### config.mk
export PLATFORM = sky130hd
export DESIGN_NAME = or_5bit
export DESIGN_NICKNAME = d
export VERILOG_FILES = /design/src/rtl/alu_pkg.sv /design/src/rtl/or_1bit.sv /design/src/rtl/or_5bit.sv
export SDC_FILE = /design/constraint.sdc
export NUM_CORES = 1
export LEC_CHECK = 0
export CORE_MARGIN = 3
export CORE_UTILIZATION = 31
export CTS_CLUSTER_SIZE = 14
export DETAILED_ROUTE_END_ITERATION = 7
export HOLD_SLACK_MARGIN = 0.03
export PLACE_DENSITY = 0.7
export SETUP_SLACK_MARGIN = 0.3
export SKIP_CTS_REPAIR_TIMING = 1
export SLEW_MARGIN = 25
export SYNTH_ARGS = -nofsm -noshare
export SYNTH_HDL_FRONTEND = slang
export SYNTH_SLANG_ARGS = --single-unit
### constraint.sdc
create_clock -name clk -period 1.9 [get_ports clk]
set_clock_uncertainty 0.15 [all_clocks]
set_input_delay 0.19 -clock clk [delete_from_list [all_inputs] [get_ports clk]]
set_output_delay 0.19 -clock clk [all_outputs]
set_load 0.01 [all_outputs]
### src/rtl/alu_pkg.sv
// Shared widths for the datapath logic unit.
// Holds the operand width used by the OR block beside the other logic-unit widths.
package alu_pkg;

  localparam int OR_W = 5;

  typedef logic [OR_W-1:0] or_word_t;

endpackage

### src/rtl/or_1bit.sv
// Single-bit OR cell; the OR block is built by replicating this cell per bit.
module or_1bit (
  input  logic a,
  input  logic b,
  output logic y
);

  assign y = a | b;

endmodule

### src/rtl/or_5bit.sv
// Bitwise OR of two operands with a registered result, an any-bit-set flag and a
// sticky OR-accumulator for downstream pipeline stages.
module or_5bit
  import alu_pkg::*;
#(
  parameter int WIDTH = OR_W
) (
  input  logic             clk,
  input  logic             rst_n,
  output logic [WIDTH-1:0] out,
  input  logic [WIDTH-1:0] inp_a,
  input  logic [WIDTH-1:0] inp_b,
  input  logic             in_vld,
  input  logic             acc_en,
  input  logic             acc_clr,
  output logic [WIDTH-1:0] out_q,
  output logic             out_vld,
  output logic             any_set,
  output logic [WIDTH-1:0] acc
);

  logic [WIDTH-1:0] res_q, res_d;
  logic             vld_q, vld_d;
  logic [WIDTH-1:0] acc_q, acc_d;

  // One cell per bit keeps an X on one operand bit confined to its result bit.
  for (genvar i = 0; i < WIDTH; i++) begin : g_bit
    or_1bit u_or (
      .a (inp_a[i]),
      .b (inp_b[i]),
      .y (out[i])
    );
  end

  assign any_set = |out;

  always_comb begin
    res_d = res_q;
    vld_d = 1'b0;
    if (in_vld) begin
      res_d = out;
      vld_d = 1'b1;
    end
  end

  // Clear takes priority over accumulate.
  always_comb begin
    acc_d = acc_q;
    if (acc_clr) begin
      acc_d = '0;
    end else if (acc_en) begin
      acc_d = acc_q | out;
    end
  end

  always_ff @(posedge clk or negedge rst_n) begin
    if (!rst_n) begin
      res_q <= '0;
      vld_q <= 1'b0;
      acc_q <= '0;
    end else begin
      res_q <= res_d;
      vld_q <= vld_d;
      acc_q <= acc_d;
    end
  end

  assign out_q   = res_q;
  assign out_vld = vld_q;
  assign acc     = acc_q;

endmodule

# After elaboration in Yosys (flattened, before gate mapping)
# Index checks and enable logic that the tools add are counted.
[op_classes] muxes=3 bitwise_logic=6 n_reduce_logical=2
[op_table] cell="2-to-1 mux 5 bit" n=2
[op_table] cell="bitwise OR 1 bit" n=5
[op_table] cell="bitwise OR 5 bit" n=1
[op_table] cell="OR reduction 5 bit" n=1
[op_table] cell="nonzero test 2 bit" n=1
[op_table] cell="2-to-1 mux 1 bit" n=1
[word_totals] regBits=11 inputBits=15 output_inout_bits=17 word_cells=14

# Logic depth before layout (Yosys ltp)
# Gate-level depths: netlist (run 1).
[depth] depth_word=4 mapped_depth=3 ltp_nobuf=2

# Cells and area by module
# Synthesis (run 1) repeated with hierarchy kept, for this count alone.
[unflattened] hier_cells=34 area_unflattened_um2=419.2
[by_module_without_submodules] mod="or_5bit" n_inst=1 cells_each=29 area_each_um2=387.9 seq_area_each_um2=275.3
[by_module_without_submodules] mod="or_1bit" n_inst=5 cells_each=1 area_each_um2=6.3 seq_area_each_um2=0.0

# Worst setup path before layout (run 1)
# No wires, ideal clock.
[synth_timing] path_type="input-to-output" start="input port inp_b[0]" end="output port any_set" t_arrival_ps=610 required_time_ps=1560 path_slack_ps=950 cell_stages=2 n_path_buf=0 path_cell_list="nor4_1 -> nand4_1"
[synth_via] elab_chain_cells=2
[synth_lines] element="from (decl)" line_no="or_5bit.sv:12" rtl="input logic [WIDTH-1:0] inp_b,"
[synth_lines] element="bitwise OR 1 bit" line_no="or_1bit.sv:8" rtl="assign y = a | b;"
[synth_lines] element="OR reduction 5 bit" line_no="or_5bit.sv:35" rtl="assign any_set = |out;"
[synth_lines] element="to (decl)" line_no="or_5bit.sv:18" rtl="output logic any_set,"
# No other way between the ends.

# Worst setup path after layout (run 1)
[layout_timing] start="input port inp_a[4]" end="output port any_set"
[layout_via] elab_chain_cells=2
[layout_lines] element="from (decl)" line_no="or_5bit.sv:11" rtl="input logic [WIDTH-1:0] inp_a,"
[layout_lines] element="bitwise OR 1 bit" line_no="or_1bit.sv:8"
[layout_lines] element="OR reduction 5 bit" line_no="or_5bit.sv:35"
# No other way between the ends.

==> tab_implementation.tex, run 1 <==
\begin{tabular}{lr}
\hline
Metric & Value \\
\hline
\multicolumn{2}{l}{\textbf{Run status}} \\
\quad Result of the run & finished clean \\
\multicolumn{2}{l}{\textbf{Power}} \\
\quad PD cells & roughly 630 nW/µm² \\
\quad Maximum vdd ir drop & 0.358 mV \\
\quad Leakage power total & roughly 0.39 nW \\
\multicolumn{2}{l}{\textbf{STA}} \\
\quad Share of the clock period used by the worst path & 0.851 \\
\quad Finish-stage setup viols & 0 \\
\quad Post-route worst setup slack & 0.284 ns \\
\quad Unrepaired setup endpoints after global routing & yes \\
\quad Minimum period implied by the final worst setup slack & between 1.5 and 2 ns \\
\quad Final sum of negative setup slack & 0 ns \\
\quad FMAX & 0.619 GHz \\
\quad Number of pins with negative max-slew slack in the final report & 0 \\
\quad Worst Tran Pin Value & 0.489 ns \\
\quad Slew HR & 0.673 \\
\quad Final Hold Fails & 0 \\
\multicolumn{2}{l}{\textbf{Detailed routing}} \\
\quad Average wire per standard cell & between 10 and 15 µm \\
\quad Final Routed Wirelength & between 1 and 1.5 mm \\
\quad ANT nets after route & 0 \\
\quad Average via count per standard cell & 4.55 \\
\quad Via count of the routed design & 446 \\
\quad DRC violation total after the first TritonRoute iteration & 1 \\
\quad Router iterations before antenna repair & 3 \\
\quad Count of unresolved DRC violations after routing & 0 \\
\multicolumn{2}{l}{\textbf{Synth}} \\
\quad Synth Net Count & 65 \\
\quad \#FFs+latches synth & 11 \\
\quad Top flip-flop cell by instance count after synthesis & sky130\_fd\_sc\_hd\_\_dfrtp\_1 \\
\quad Post-synth EDFFs & 0 \\
\quad Share of async-settable or async-resettable flops after synthesis & 1.00 \\
\quad Sequential-to-total area share from yosys stat & 0.556 \\
\quad Number of distinct library cells after synthesis & 11 \\
\quad Count of synthesis-stage warnings from yosys & 0 \\
\quad Synthesized cell area & between 400 and 500 µm² \\
\quad Share of the synthesized area in the top cell type & 0.556 \\
\quad Number of cells produced by synthesis & 50 \\
\quad Most frequently used cell type in the post-synthesis netlist & sky130\_fd\_sc\_hd\_\_dfrtp\_1 \\
\quad Cell taking the most area after synthesis & sky130\_fd\_sc\_hd\_\_dfrtp\_1 \\
\quad Top cells by area in the synthesized netlist & sky130\_fd\_sc\_hd\_\_dfrtp\_1 56\%, sky130\_fd\_sc\_hd\_\_a21oi\_1 8.1\%, sky130\_fd\_sc\_hd\_\_buf\_4 7.6\% \\
\quad Post-Synthesis Mean Instance Area & 9.91 µm² \\
\quad Ranking of synthesized cells by instance count & 11 x sky130\_fd\_sc\_hd\_\_dfrtp\_1, 8 x sky130\_fd\_sc\_hd\_\_a21oi\_1, 8 x sky130\_fd\_sc\_hd\_\_inv\_1, 6 x sky130\_fd\_sc\_hd\_\_nor2\_1 \\
\multicolumn{2}{l}{\textbf{Worst setup path}} \\
\quad Crit-path max cell delay & approximately 0.44 ns \\
\quad Worst path buffer plus inverter count & 2 \\
\quad Crit path kind & in2out \\
\quad Kind of start point of the critical path & input pin \\
\quad Ordered list of cells on the worst path & clkdlybuf4s50\_1, nor4\_2, nand4\_1, dlymetal6s2s\_1 \\
\quad Data required time of the worst path & $\sim$1.6 ns \\
\quad Sort of element at the end of the critical path & output pin \\
\quad WP data arrival & 1.28 ns \\
\quad Standard cell with the maximum stage delay on the critical path & sky130\_fd\_sc\_hd\_\_clkdlybuf4s50\_1 \\
\quad Critical path peak fanout & 2 \\
\quad Critical path's top delay family & buffers and inverters \\
\multicolumn{2}{l}{\textbf{Clock network}} \\
\quad Number of buffers created by CTS & 3 \\
\quad Number of clock sinks & 11 \\
\quad Clock tree from TritonCTS & built \\
\quad Maximum buffer depth of the clock tree & 2 \\
\quad Clk slew on worst S/H paths & around 0.070 ns \\
\quad Clock latency of the later-clocked register in the worst-skew pair & 0.26 ns \\
\quad Count of H-tree levels built during CTS & 1 \\
\quad Root buffer selected by CTS & sky130\_fd\_sc\_hd\_\_clkbuf\_4 \\
\multicolumn{2}{l}{\textbf{Global route}} \\
\quad Number of global-route vias before repair & 455 \\
\quad First-pass GRT wire length & about 2.0 mm \\
\quad Remaining Overflow, GRT & 0 \\
\quad Number of antenna violations at the first check in global routing & 0 \\
\quad Maximum number of pins on one net before global-route repair & 12 \\
\quad Total GRT Usage & 0.135 \\
\multicolumn{2}{l}{\textbf{Die}} \\
\quad Horizontal die dimension & 46.0 µm \\
\quad Die area & between 2000 and 2500 µm² \\
\quad FP Rows & 13 \\
\quad Area inside the core boundary & between 1000 and 1500 µm² \\
\quad \# IOs & 32 \\
\quad Effective utilization at floorplan & 0.354 \\
\quad Y dimension of the die & 46.0 µm \\
\multicolumn{2}{l}{\textbf{Cells and area}} \\
\quad Final nets & 99 \\
\quad Count of antenna diodes in the layout & 0 \\
\quad Growth of design area from synthesis to finish & 77.5\% \\
\quad Share of post-route cells with drive strength above 1 & 0.181 \\
\quad Fraction of the core area covered by cells at the end of the flow & 0.629 \\
\multicolumn{2}{l}{\textbf{Placed design}} \\
\quad Number of buffer cells added on primary ports & 31 \\
\quad Minimum setup slack after placement & -0.0202 ns \\
\quad Detailed-placement wirelength estimate & 982 µm \\
\quad Final GP Congestion & 0.744 \\
\multicolumn{2}{l}{\textbf{Worst hold path}} \\
\quad Worst min-delay path class & in2async \\
\multicolumn{2}{l}{\textbf{Job}} \\
\quad Max-capacitance violation count & 0 \\
\hline
\end{tabular}
cell families after synthesis:
| kind of cell | after synthesis | synth area share |
|---|---|---|
| buffers and inverters | 14 | 0.146 |
| AO/OA/AOI/OAI | 13 | 0.131 |
| flip-flops | 11 | 0.556 |
| AND/OR/NAND/NOR | 10 | 0.106 |
| multiplexers | 2 | 0.0606 |
final timing paths:
check / end / depth (start not counted) / startpoint / slack [ns]
setup / recovery: any_set / 4 / inp_a[4] / 0.28
hold / removal: out_q[4] / 1 / rst_n / 0.10
setup reg to reg: out_q[4] / 1 / out_q[4] / 0.98
hold reg to reg: acc[4] / 2 / acc[4] / 0.36
max in group asynchronous: acc[0] / 1 / rst_n / 1.16
min in group clk: out_q[3] / 3 / inp_a[3] / 0.14
routing by layer:
layer  vias to the layer above  track usage  share of wire
met1                       196        0.177           0.43
li1                        225            -              -
met2                        23        0.201           0.45
met5                         -            0              0
met3                         2       0.0356           0.12
met4                         0       0.0682         0.0032
state kept, by name (all words and copies together), names as in the netlist:
name     count
out_q        5
acc          5
out_vld      1
cell usage in the layout (no fill, tap or decap), drive strengths merged:
master,n
dfrtp,11
nor4,1
dlymetal6s2s,7
clkbuf,4
a21oi,8
or2,2
nor2,6
o21ai,5
inv,8
nand4,1
buf,4
clkdlybuf4s50,24
mux2,2
metrics by stage:
step                cells  power, W  hold WS, ns  area [µm²]
floorplan              50  0.000314       -0.256         495
global placement       94  0.000401        0.340         812
detailed placement     94  0.000404        0.346         812
CTS                    98  0.000560        0.125         838
global route           98  0.000589        0.144         880
finish                 98  0.000559        0.105         880
report_power, final:
part           internal (W)  switching (W)  total, W  leakage (nW)
sequential         0.000252     0.00000875  0.000261         0.127
clock             0.0000811      0.0000755  0.000157        0.0150
combinational     0.0000858      0.0000555  0.000141         0.250
layout make-up:
cell class / count / area (µm²)
repair buffers: 35 / 358
flip-flops and latches: 11 / 275
fillers: 122 / 519
well taps: 15 / 18.8
clock buffers: 4 / 26.3
multi-input cells: 25 / 171
inverters: 8 / 30.0
Power figures use the tool's default switching activity.
==> run 2: changes to the inputs <==
--- a/config.mk
+++ b/config.mk
@@ -13,6 +13,7 @@
 export PLACE_DENSITY = 0.7
 export SETUP_SLACK_MARGIN = 0.3
 export SKIP_CTS_REPAIR_TIMING = 1
+export SKIP_LAST_GASP = 1
 export SLEW_MARGIN = 25
 export SYNTH_ARGS = -nofsm -noshare
 export SYNTH_HDL_FRONTEND = slang
==> results of run 2 <==
The final DEF is identical to that of run 1; final timing and power are the same.
==> run 3: changes to the inputs <==
--- a/config.mk
+++ b/config.mk
@@ -5,10 +5,12 @@
 export SDC_FILE = /design/constraint.sdc
 export NUM_CORES = 1
 export LEC_CHECK = 0
+export CAP_MARGIN = 20
 export CORE_MARGIN = 3
 export CORE_UTILIZATION = 31
 export CTS_CLUSTER_SIZE = 14
 export DETAILED_ROUTE_END_ITERATION = 7
+export GPL_ROUTABILITY_DRIVEN = 0
 export HOLD_SLACK_MARGIN = 0.03
 export PLACE_DENSITY = 0.7
 export SETUP_SLACK_MARGIN = 0.3
==> results of run 3 <==
The final DEF is identical to that of run 1; final timing and power are the same.
